==> config.mk <==
export PLATFORM = sky130hd
export DESIGN_NAME = apx_rt8_row
export DESIGN_NICKNAME = d
export VERILOG_FILES = /design/src/rtl/apx_rt8_row.sv
export SDC_FILE = /design/constraint.sdc
export NUM_CORES = 1
export LEC_CHECK = 0
export BUFFER_PORTS_ARGS = -buffer_cell sky130_fd_sc_hd__clkbuf_2
export CAP_MARGIN = 20
export CORE_AREA = 2 2 113 93
export DETAILED_ROUTE_END_ITERATION = 6
export DIE_AREA = 0 0 115 95
export PLACE_DENSITY = 0.74
export SLEW_MARGIN = 20
export SYNTH_ARGS = -nofsm -noshare
export SYNTH_HDL_FRONTEND = slang
export SYNTH_SLANG_ARGS = --single-unit
==> constraint.sdc <==
create_clock -name clk -period 2.31 [get_ports clk]
set_input_delay 0.231 -clock clk [delete_from_list [all_inputs] [get_ports clk]]
set_output_delay 0.231 -clock clk [all_outputs]
set_load 0.03 [all_outputs]
==> src/rtl/apx_rt8_row.sv <==
// Row of W approximate 8-input reduction columns with chained carries,
// a registered valid/ready output stage and a saturating error-event counter.
module apx_rt8_row #(
   parameter int W     = 8,
   parameter int CNT_W = 16
) (
   input  logic             clk,
   input  logic             rst,
   input  logic             in_valid,
   output logic             in_ready,
   input  logic [8*W-1:0]   x,
   input  logic             cin1,
   input  logic             cin2,
   output logic             out_valid,
   input  logic             out_ready,
   output logic [W-1:0]     sum,
   output logic [W-1:0]     carry,
   output logic             cout1,
   output logic             cout2,
   output logic [W-1:0]     err_mask,
   output logic             err_any,
   input  logic             clr_cnt,
   output logic [CNT_W-1:0] err_cnt
);

   // Approximate 4:2 cell, packed as {s, co, e}; only a=b=c=d=1 is wrong (0 instead of 4).
   function automatic logic [2:0] cell4(input logic a, input logic b,
                                        input logic c, input logic d);
      logic s;
      logic co;
      logic e;
      s  = a ^ b ^ c ^ d;
      co = ((a ^ b) & (c | d)) | ((c & d) ? ~(a | b) : (a & b));
      e  = a & b & c & d;
      return {s, co, e};
   endfunction

   logic [W-1:0] sum_c;
   logic [W-1:0] carry_c;
   logic [W-1:0] err_c;
   logic         cout1_c;
   logic         cout2_c;
   logic         accept;

   genvar gi;
   generate
      for (gi = 0; gi < W; gi++) begin : col
         logic       ci1;
         logic       ci2;
         logic [2:0] u0;
         logic [2:0] u1;
         logic [2:0] u2;

         if (gi == 0) begin : g_first
            assign ci1 = cin1;
            assign ci2 = cin2;
         end else begin : g_chain
            assign ci1 = col[gi-1].u0[1];
            assign ci2 = col[gi-1].u1[1];
         end

         assign u0 = cell4(x[8*gi],   x[8*gi+1], x[8*gi+2], x[8*gi+3]);
         assign u1 = cell4(x[8*gi+4], x[8*gi+5], x[8*gi+6], x[8*gi+7]);
         assign u2 = cell4(u0[2], u1[2], ci1, ci2);

         assign sum_c[gi]   = u2[2];
         assign carry_c[gi] = u2[1];
         assign err_c[gi]   = u0[0] | u1[0] | u2[0];
      end
   endgenerate

   assign cout1_c = col[W-1].u0[1];
   assign cout2_c = col[W-1].u1[1];

   assign in_ready = ~out_valid | out_ready;
   assign accept   = in_valid & in_ready;
   assign err_any  = |err_mask;

   always_ff @(posedge clk or posedge rst) begin
      if (rst) begin
         out_valid <= 1'b0;
         sum       <= '0;
         carry     <= '0;
         cout1     <= 1'b0;
         cout2     <= 1'b0;
         err_mask  <= '0;
      end else if (accept) begin
         out_valid <= 1'b1;
         sum       <= sum_c;
         carry     <= carry_c;
         cout1     <= cout1_c;
         cout2     <= cout2_c;
         err_mask  <= err_c;
      end else if (out_ready) begin
         out_valid <= 1'b0;
      end
   end

   // Clear wins over a same-cycle increment; the count sticks at all-ones.
   always_ff @(posedge clk or posedge rst) begin
      if (rst) begin
         err_cnt <= '0;
      end else if (clr_cnt) begin
         err_cnt <= '0;
      end else if (accept && (|err_c) && (err_cnt != {CNT_W{1'b1}})) begin
         err_cnt <= err_cnt + 1'b1;
      end
   end

endmodule

Word level (Yosys, flattened, before mapping)

Index checks and enable logic that the tools add are counted.

Flip-flop bits (word level): 43
Output and inout bits: 45
Word-level logic and storage cells: 350

Add/subtract/negate cells: 1
Equality and inequality tests: 1
Mux-type cells: 28
Bitwise operators: 307
Reductions and logical operators: 6

Operators by type and width:

| kind                                           | count |
|---|---|
| bitwise AND 1 bit                              | 121 |
| OR 1 bit                                       | 89 |
| XOR 1 bit                                      | 72 |
| 2-to-1 mux 16 bit                              | 2 |
| 2-to-1 mux 1 bit                               | 26 |
| inverter 1 bit                                 | 25 |
| adder 16 x 1 -> 16 bit (second input constant) | 1 |
| != test 16 bit (second input constant)         | 1 |
| OR reduction 8 bit                             | 2 |
| nonzero test 2 bit                             | 2 |
| logical AND 1 bit                              | 2 |

Depth between registers and ports, before layout

Gate-level depths: netlist of run 1.

Word-level depth: 12
Gate-level depth with buffers: 12

Least setup slack after synthesis of run 1

Ideal clock, no wire load.

Path kind: input-to-reg
From: input x[36]
To: register err_cnt[5]
Setup time: 0.125 ns
Arrival time: 2.105 ns
Data required time: 2.185 ns
Path slack: 0.080 ns
Stages on the path: 10
Cells stage by stage: inv_1 > ha_1 > maj3_1 > o32a_1 > a31oi_1 > nand4_1 > nor2_2 > buf_6 > nor3b_2 > mux2_4

Cells in the longest elaborated chain, start to end: 11
Elaborated cells between the ends (all ways): 22

RTL lines:

| what                                  | RTL line | text |
|---|---|---|
| from (decl)                           | 11       | `input logic [8*W-1:0] x,` |
| XOR 1 bit                             | 32, 33   |  |
| XOR 1 bit (2 in series)               | 32       | `s = a ^ b ^ c ^ d;` |
| bitwise AND 1 bit (3 in series)       | 34       | `e = a & b & c & d;` |
| OR 1 bit                              | 68       | `assign err_c[gi] = u0[0] \| u1[0] \| u2[0];` |
| OR reduction 8 bit *                  | 105      | `end else if (accept && (\|err_c) && (err_cnt != {CNT_W{1'b1}})) begin` |
| logical AND 1 bit * (2 in series)     | 105      |  |
| nonzero test 2 bit (no source line) * | -        |  |
| to (signal assigned)                  | 106      | `err_cnt <= err_cnt + 1'b1;` |
| to (decl)                             | 23       | `output logic [CNT_W-1:0] err_cnt` |

Every way passes the cells marked *; elsewhere a longest branch is shown, timed or not.
A chain may end at the register's enable or synchronous reset.

Worst setup path after layout of run 1

From: input x[12]
To: register err_cnt[12]

The elaborated chain is that of the path after synthesis.

==> results of run 1 <==
## layer usage
layer / GRT usage / wire [um] / vias to the layer above
met2: 0.314 / 4780 / 99
met3: 0.0411 / 606 / 11
met1: 0.212 / 4100 / 1755
met4: 0.0532 / 132 / 0
li1: - / - / 1909
met5: 0 / 0 / -
## stage by stage
stage / utilization / std cells / hold slack, ns
global route: 0.544 / 741 / 0.199
global placement: 0.508 / 732 / 0.462
detailed placement: 0.508 / 732 / 0.473
CTS: 0.527 / 741 / 0.164
floorplan: - / 439 / 0.294
finish: 0.544 / 741 / 0.132
## cells by family (layout without fill, tap and decap cells)
| logic type | after synthesis | count (layout) | share of synthesized area |
|---|---|---|---|
| and+or+nand+nor | 125 | 125 | 0.166 |
| AOI/OAI and AO/OA | 88 | 88 | 0.156 |
| adders and majority gates | 72 | 72 | 0.219 |
| buffers and inverters | 62 | 242 | 0.0656 |
| xor gates and xnor gates | 48 | 48 | 0.109 |
| DFF | 43 | 43 | 0.279 |
| muxes | 1 | 1 | 0.00390 |
## critical path: stages
cell      delay (ns)
clkbuf_2        0.09
inv_1           0.04
ha_1            0.33
xnor2_1         0.23
ha_2            0.24
a31oi_2         0.10
nand4_1         0.16
nor2_2          0.06
buf_12          0.14
buf_6           0.13
or4_1           0.51
a21oi_1         0.16
## sequential cells by signal, summed over array words and instances, names as in the netlist
register,flops
carry,8
sum,8
cout2,1
out_valid,1
cout1,1
err_cnt,16
err_mask,8
## power groups by stage
stage / clock, mW / combinational (mW) / sequential, mW
2_1_floorplan: 0 / 0.761 / 1.27
3_3_place_gp: 0 / 1.55 / 0.997
3_5_place_dp: 0 / 1.61 / 1.00
4_1_cts: 0.749 / 1.63 / 0.990
5_1_grt: 0.777 / 1.85 / 1.01
6_report: 0.723 / 1.67 / 0.987
## worst min-delay path by stage
| stage | from | to | slack (ns) |
|---|---|---|---|
| CTS | rst | sum[5] | 0.16 |
| detailed placement | rst | out_valid | 0.47 |
| global placement | in_valid | out_valid | 0.46 |
| finish | rst | out_valid | 0.13 |
| global route | in_valid | out_valid | 0.20 |
| floorplan | clr_cnt | err_cnt[14] | 0.29 |
## area by class of cell
| class | instances | area (um^2) |
|---|---|---|
| clock buffers | 5 | 125 |
| clock inverters | 3 | 26.3 |
| fillers | 912 | 4520 |
| inverters | 52 | 195 |
| multi-input cells | 334 | 2720 |
| flip-flops and latches | 43 | 1080 |
| well taps | 122 | 153 |
| repair buffers | 182 | 1100 |
## timing repair
item / in CTS / in global routing
resized for setup: 5 / 25
pin swaps: 6 / 9
setup buffers: 1 / 0
setup endpoints to repair: 7 / 12
## cells in the final DEF (no fill, tap or decap), drive strengths merged, types with 8 or more instances in the layout
master	synthesis	layout
maj3	23	23
o32ai	10	10
nand2	64	64
xor2	15	15
o21ai	30	30
clkbuf	7	120
a21oi	11	11
o32a	13	13
ha	49	49
inv	52	55
a31oi	8	8
nand3	20	20
xnor2	33	33
buf	3	67
dfrtp	43	43
==> results.txt, run 1 <==
Switching pwr = 1.37 mW
Placed Area = 5030 um^2
Post-synth EDFFs = 0
R2R setup slack = 0.14 ns
Worst-margin pin slew = 0.932 ns
Mean Syn Cell Area = 8.77 um^2
Post-route ant nets = 0
TritonCTS clock tree = yes
Hold Vio Cnt, Final = 0
Clock buffer depth = 2
First-pass GRT wire length = 15.7 mm
Ant diodes = 0
Initial Util = 0.389
Prevailing post-synth register cell = dfrtp_1
Synth Register Bits = 43
Internal Power = 2.01 mW
Core area = 9910 um^2
Slew margin rel. = 0.377
Critical path class = in -> reg
Row cnt = 33
IO Count = 116
Leak Pwr = 2.71 nW
Max Freq = 0.449 GHz
Gate Count Post-Synth = 439
Initial antenna violation count = 0
Sw frac = 0.405
Comb pwr share = 0.494
Yosys warning count = 0
Setup crit end = err_cnt[12]
Worst path arrival time = 2.43 ns
Synth unique cells = 47
# setup viols final = 0
Top post-synthesis cells by area = dfrtp_1, ha_1, xnor2_1
DR pass1 iterations = 4
Asr flop ratio synth = 1.00
HPWL Detailed = 7.74 mm
IR drop worst, VDD = 0.256 mV
Dpl ws = -0.351 ns
Number of global-route vias before repair = 3565
Synth top cells by count = nand2_1, inv_1, ha_1
Port Buf Inserts = 115
Period utilisation layout = 0.964
Register share of total power = 0.292
Mapped Area = 3850 um^2
Chip height = 95 um
Reg2reg path depth = 7
Top-count cell post-synth = nand2_1
Hold-fix buffers, CTS = 0
Clock power share = 0.214
Clk sinks = 43
Share of cells above drive strength 1 = 0.367
DIE WIDTH = 115 um
CP Data Required Time = 2.52 ns
Post-Route Skew = 0.00484 ns
Clk root buf = clkbuf_16
Critical R2R Launch = err_cnt[8]
Synth-to-layout area growth = 40.1%
Synth Net Count = 559
CTS clk-pin slew, worst paths = 0.06 ns
Yosys top cell by area = dfrtp_1
Initial DRC count = 131
Min cycle time layout = 2.23 ns
Top-area cell type share of the netlist area = 0.279
Nets = 738
H-tree Lvls = 2
Final instance area = 5390 um^2
Total power = 3.38 mW
Global route overflow = 0
Worst reg2reg endpoint = err_cnt[12]
Status = finished clean
CP startpoint = x[12]
GRT Util Overall = 0.176
Worst skew pair latency = 0.29 ns
Final setup margin = 0.0842 ns
Die footprint = 10900 um^2
Setup TNS = 0 ns
Crit Path Max Fanout = 14
Register area share after synthesis = 0.279
Slew Viols, Final = 0
DRC viols = 0
Via/cell ratio = 5.09
Cell Pwr Density = 627 nW/um^2
Routability cong. = 0.825
Hold Path Class = in -> async
Worst setup SP type = primary input
Largest net degree at the start of global routing = 53
CP Capture Type = register
Avg WL per Cell = 13.0 um
CTS Buf Count = 5
Maxcap violations = 0
Total number of vias = 3774
DRT Wirelength = 9.62 mm
Note: power is estimated with default switching activity, not from simulation.
==> run 2, diff against run 1 <==
CORE_AREA = 2 2 108 89   (was 2 2 113 93)
DIE_AREA = 0 0 110 91   (was 0 0 115 95)
PLACE_DENSITY = 0.79   (was 0.74)
SETUP_SLACK_MARGIN = 0.02   (was not set)
==> run 2 against run 1 <==
Against the previous run:
- die area shrank 8.4%
- count of clock-buffer cells in the layout grew 1
- sequential power grew 0.7%
- via count grew 2.8%
- flip-flop and latch count is the same
- critical endpoint is now err_cnt[4]
==> results.txt, run 2 (synthesis gave the netlist of run 1 again) <==
Status = finished clean (unchanged)
Synth-to-layout area growth = 40.3% (was 40.1%)
Global route overflow = 0 (unchanged)
RSZ-0062 raised after global routing = yes
Largest net degree at the start of global routing = 53 (unchanged)
Hold Vio Cnt, Final = 0 (unchanged)
TritonCTS clock tree = yes (unchanged)
Die footprint = 10000 um^2 (was 10900 um^2)
Routability cong. = 0.853 (was 0.825)
Core area = 8880 um^2 (was 9910 um^2)
# setup viols final = 0 (unchanged)
Critical R2R Launch = err_cnt[6] (was err_cnt[8])
DIE WIDTH = 110 um (was 115 um)
Chip height = 91 um (was 95 um)
CTS Buf Count = 5 (unchanged)
CP Capture Type = register (unchanged)
Port Buf Inserts = 115 (unchanged)
M1 WL = 4.26 mm (was 4.10 mm)
Initial DRC count = 171 (was 131)
Leak Pwr = 2.70 nW (was 2.71 nW)
CP startpoint = x[4] (was x[12])
HPWL Detailed = 8.07 mm (was 7.74 mm)
Number of global-route vias before repair = 3702 (was 3565)
Total number of vias = 3880 (was 3774)
Setup TNS = 0 ns (unchanged)
Clk sinks = 43 (unchanged)
Top reg by flops = err_cnt (unchanged)
Final setup margin = 0.0793 ns (was 0.0842 ns)
Avg WL per Cell = 13.9 um (was 13.0 um)
Met3 routed WL = 564 um (was 606 um)
Period utilisation layout = 0.966 (was 0.964)
Slowest CP cell = or4_1 (unchanged)
Cell Pwr Density = 621 nW/um^2 (was 627 nW/um^2)
Hold Path Class = in -> async (unchanged)
Worst setup SP type = primary input (unchanged)
CP delay by family, top = simple AND/OR/NAND/NOR gates (unchanged)
DRT Wirelength = 10.2 mm (was 9.62 mm)
GRT Util Overall = 0.198 (was 0.176)
Dpl ws = -0.392 ns (was -0.351 ns)
CP peak stage delay = 0.51 ns (about the same)
IO Count = 116 (unchanged)
DR pass1 iterations = 4 (unchanged)
Min cycle time layout = 2.23 ns (about the same)
Worst Path Buf+Inv = 4 (unchanged)
Commonest non-fill, non-tap cell in the layout = clkbuf_2 (unchanged)
DR top layer = met4 (unchanged)
Slew Viols, Final = 0 (unchanged)
Slew margin rel. = 0.397 (was 0.377)
Worst-margin pin slew = 0.903 ns (was 0.932 ns)
Reg2reg path depth = 7 (unchanged)
Share of cells above drive strength 1 = 0.383 (was 0.367)
Levels on crit path = 13 (was 12)
Initial Util = 0.433 (was 0.389)
Clock buffer depth = 2 (unchanged)
H-tree Lvls = 2 (unchanged)
Critical path class = in -> reg (unchanged)
Post-route ant nets = 0 (unchanged)
CTS clk-pin slew, worst paths = 0.08 ns (was 0.06 ns)
Worst path arrival time = 2.45 ns (was 2.43 ns)
Most frequent cells in the layout = clkbuf_2, buf_4, nand2_1 (unchanged)
Ant diodes = 0 (unchanged)
Post-Route Skew = 0.00829 ns (was 0.00484 ns)
Critical path's most frequent cell = xnor2_2
Largest register FFs = 16 (unchanged)
WL met2 = 5.24 mm (was 4.78 mm)
Crit Path Max Fanout = 11 (was 14)
CP Data Required Time = 2.53 ns (was 2.52 ns)
Via/cell ratio = 5.26 (was 5.09)
DRC viols = 0 (unchanged)
Initial antenna violation count = 0 (unchanged)
Clk root buf = clkbuf_8 (was clkbuf_16)
IR drop worst, VDD = 0.341 mV (was 0.256 mV)
Max Freq = 0.448 GHz (was 0.449 GHz)
Worst skew pair latency = 0.30 ns (was 0.29 ns)
Worst path cell trace = clkbuf_2 > inv_2 > ha_4 > xnor2_2 > xnor2_2 > ha_2 > a31oi_4 > nand4_1 > nor2_2 > buf_12 > buf_4 > or4_1 > a21oi_2 (was clkbuf_2 > inv_1 > ha_1 > xnor2_1 > ha_2 > a31oi_2 > nand4_1 > nor2_2 > buf_12 > buf_6 > or4_1 > a21oi_1)
Row cnt = 31 (was 33)
Nets = 741 (was 738)
Maxcap violations = 0 (unchanged)
First-pass GRT wire length = 16.3 mm (was 15.7 mm)
-- run 2: worst register-to-register path: cells and delay by family, from the launching register on --
family	cells	cell delay (ns)
and+or+nand+nor	6	1.52
AOI/OAI and AO/OA	1	0.15
DFF	1	0.44
-- run 2: through the flow --
step | total power [mW] | cell area, um^2 | hold WS (ns) | util | std cells
after detailed placement | 2.64 | 5010 | 0.468 | 0.565 | 724
after global placement | 2.56 | 5010 | 0.462 | 0.565 | 724
after floorplan | 2.03 | 3850 | 0.294 | - | 439
final | 3.36 | 5400 | 0.113 | 0.608 | 737
after global routing | 3.57 | 5400 | 0.158 | 0.608 | 737
after CTS | 3.29 | 5210 | 0.145 | 0.586 | 733
-- run 2: timing repair --
item,4_1_cts,5_1_grt
resized for setup,11,27
buffers inserted,1,4
gates cloned,0,0
pin swaps,7,11
endpoints found under the setup margin,11,14
hold buffers,0,0
-- run 2: power by group --
part | internal, mW | leakage [nW] | switching, mW | total [mW]
Clock | 0.356 | 0.0618 | 0.273 | 0.629
Sequential | 0.894 | 0.558 | 0.100 | 0.994
Combinational | 0.737 | 2.08 | 0.995 | 1.73
Total | 1.99 | 2.70 | 1.37 | 3.36
-- run 2: path summary, 6_finish.rpt --
check	end	slack, ns
max in group asynchronous	err_cnt[2]	1.58
hold reg to reg	cout1	0.50
setup / recovery	err_cnt[4]	0.08
min in group clk	out_valid	0.17
setup reg to reg	err_cnt[7]	0.15
hold / removal	cout2	0.11
-- run 2: final cells by class --
class	instances	area, um^2
timing repair buffer	185	1120
inverter	52	195
fill	759	3480
clock inverter	2	38.8
sequential	43	1080
tap	115	144
multi-input combinational	334	2750
clock buffer	6	82.6
-- run 2: metal layers --
layer  vias up  global-route usage
met5         -                   0
met3        22              0.0424
met1      1826               0.241
li1       1919                   -
met4         0              0.0411
met2       113               0.354
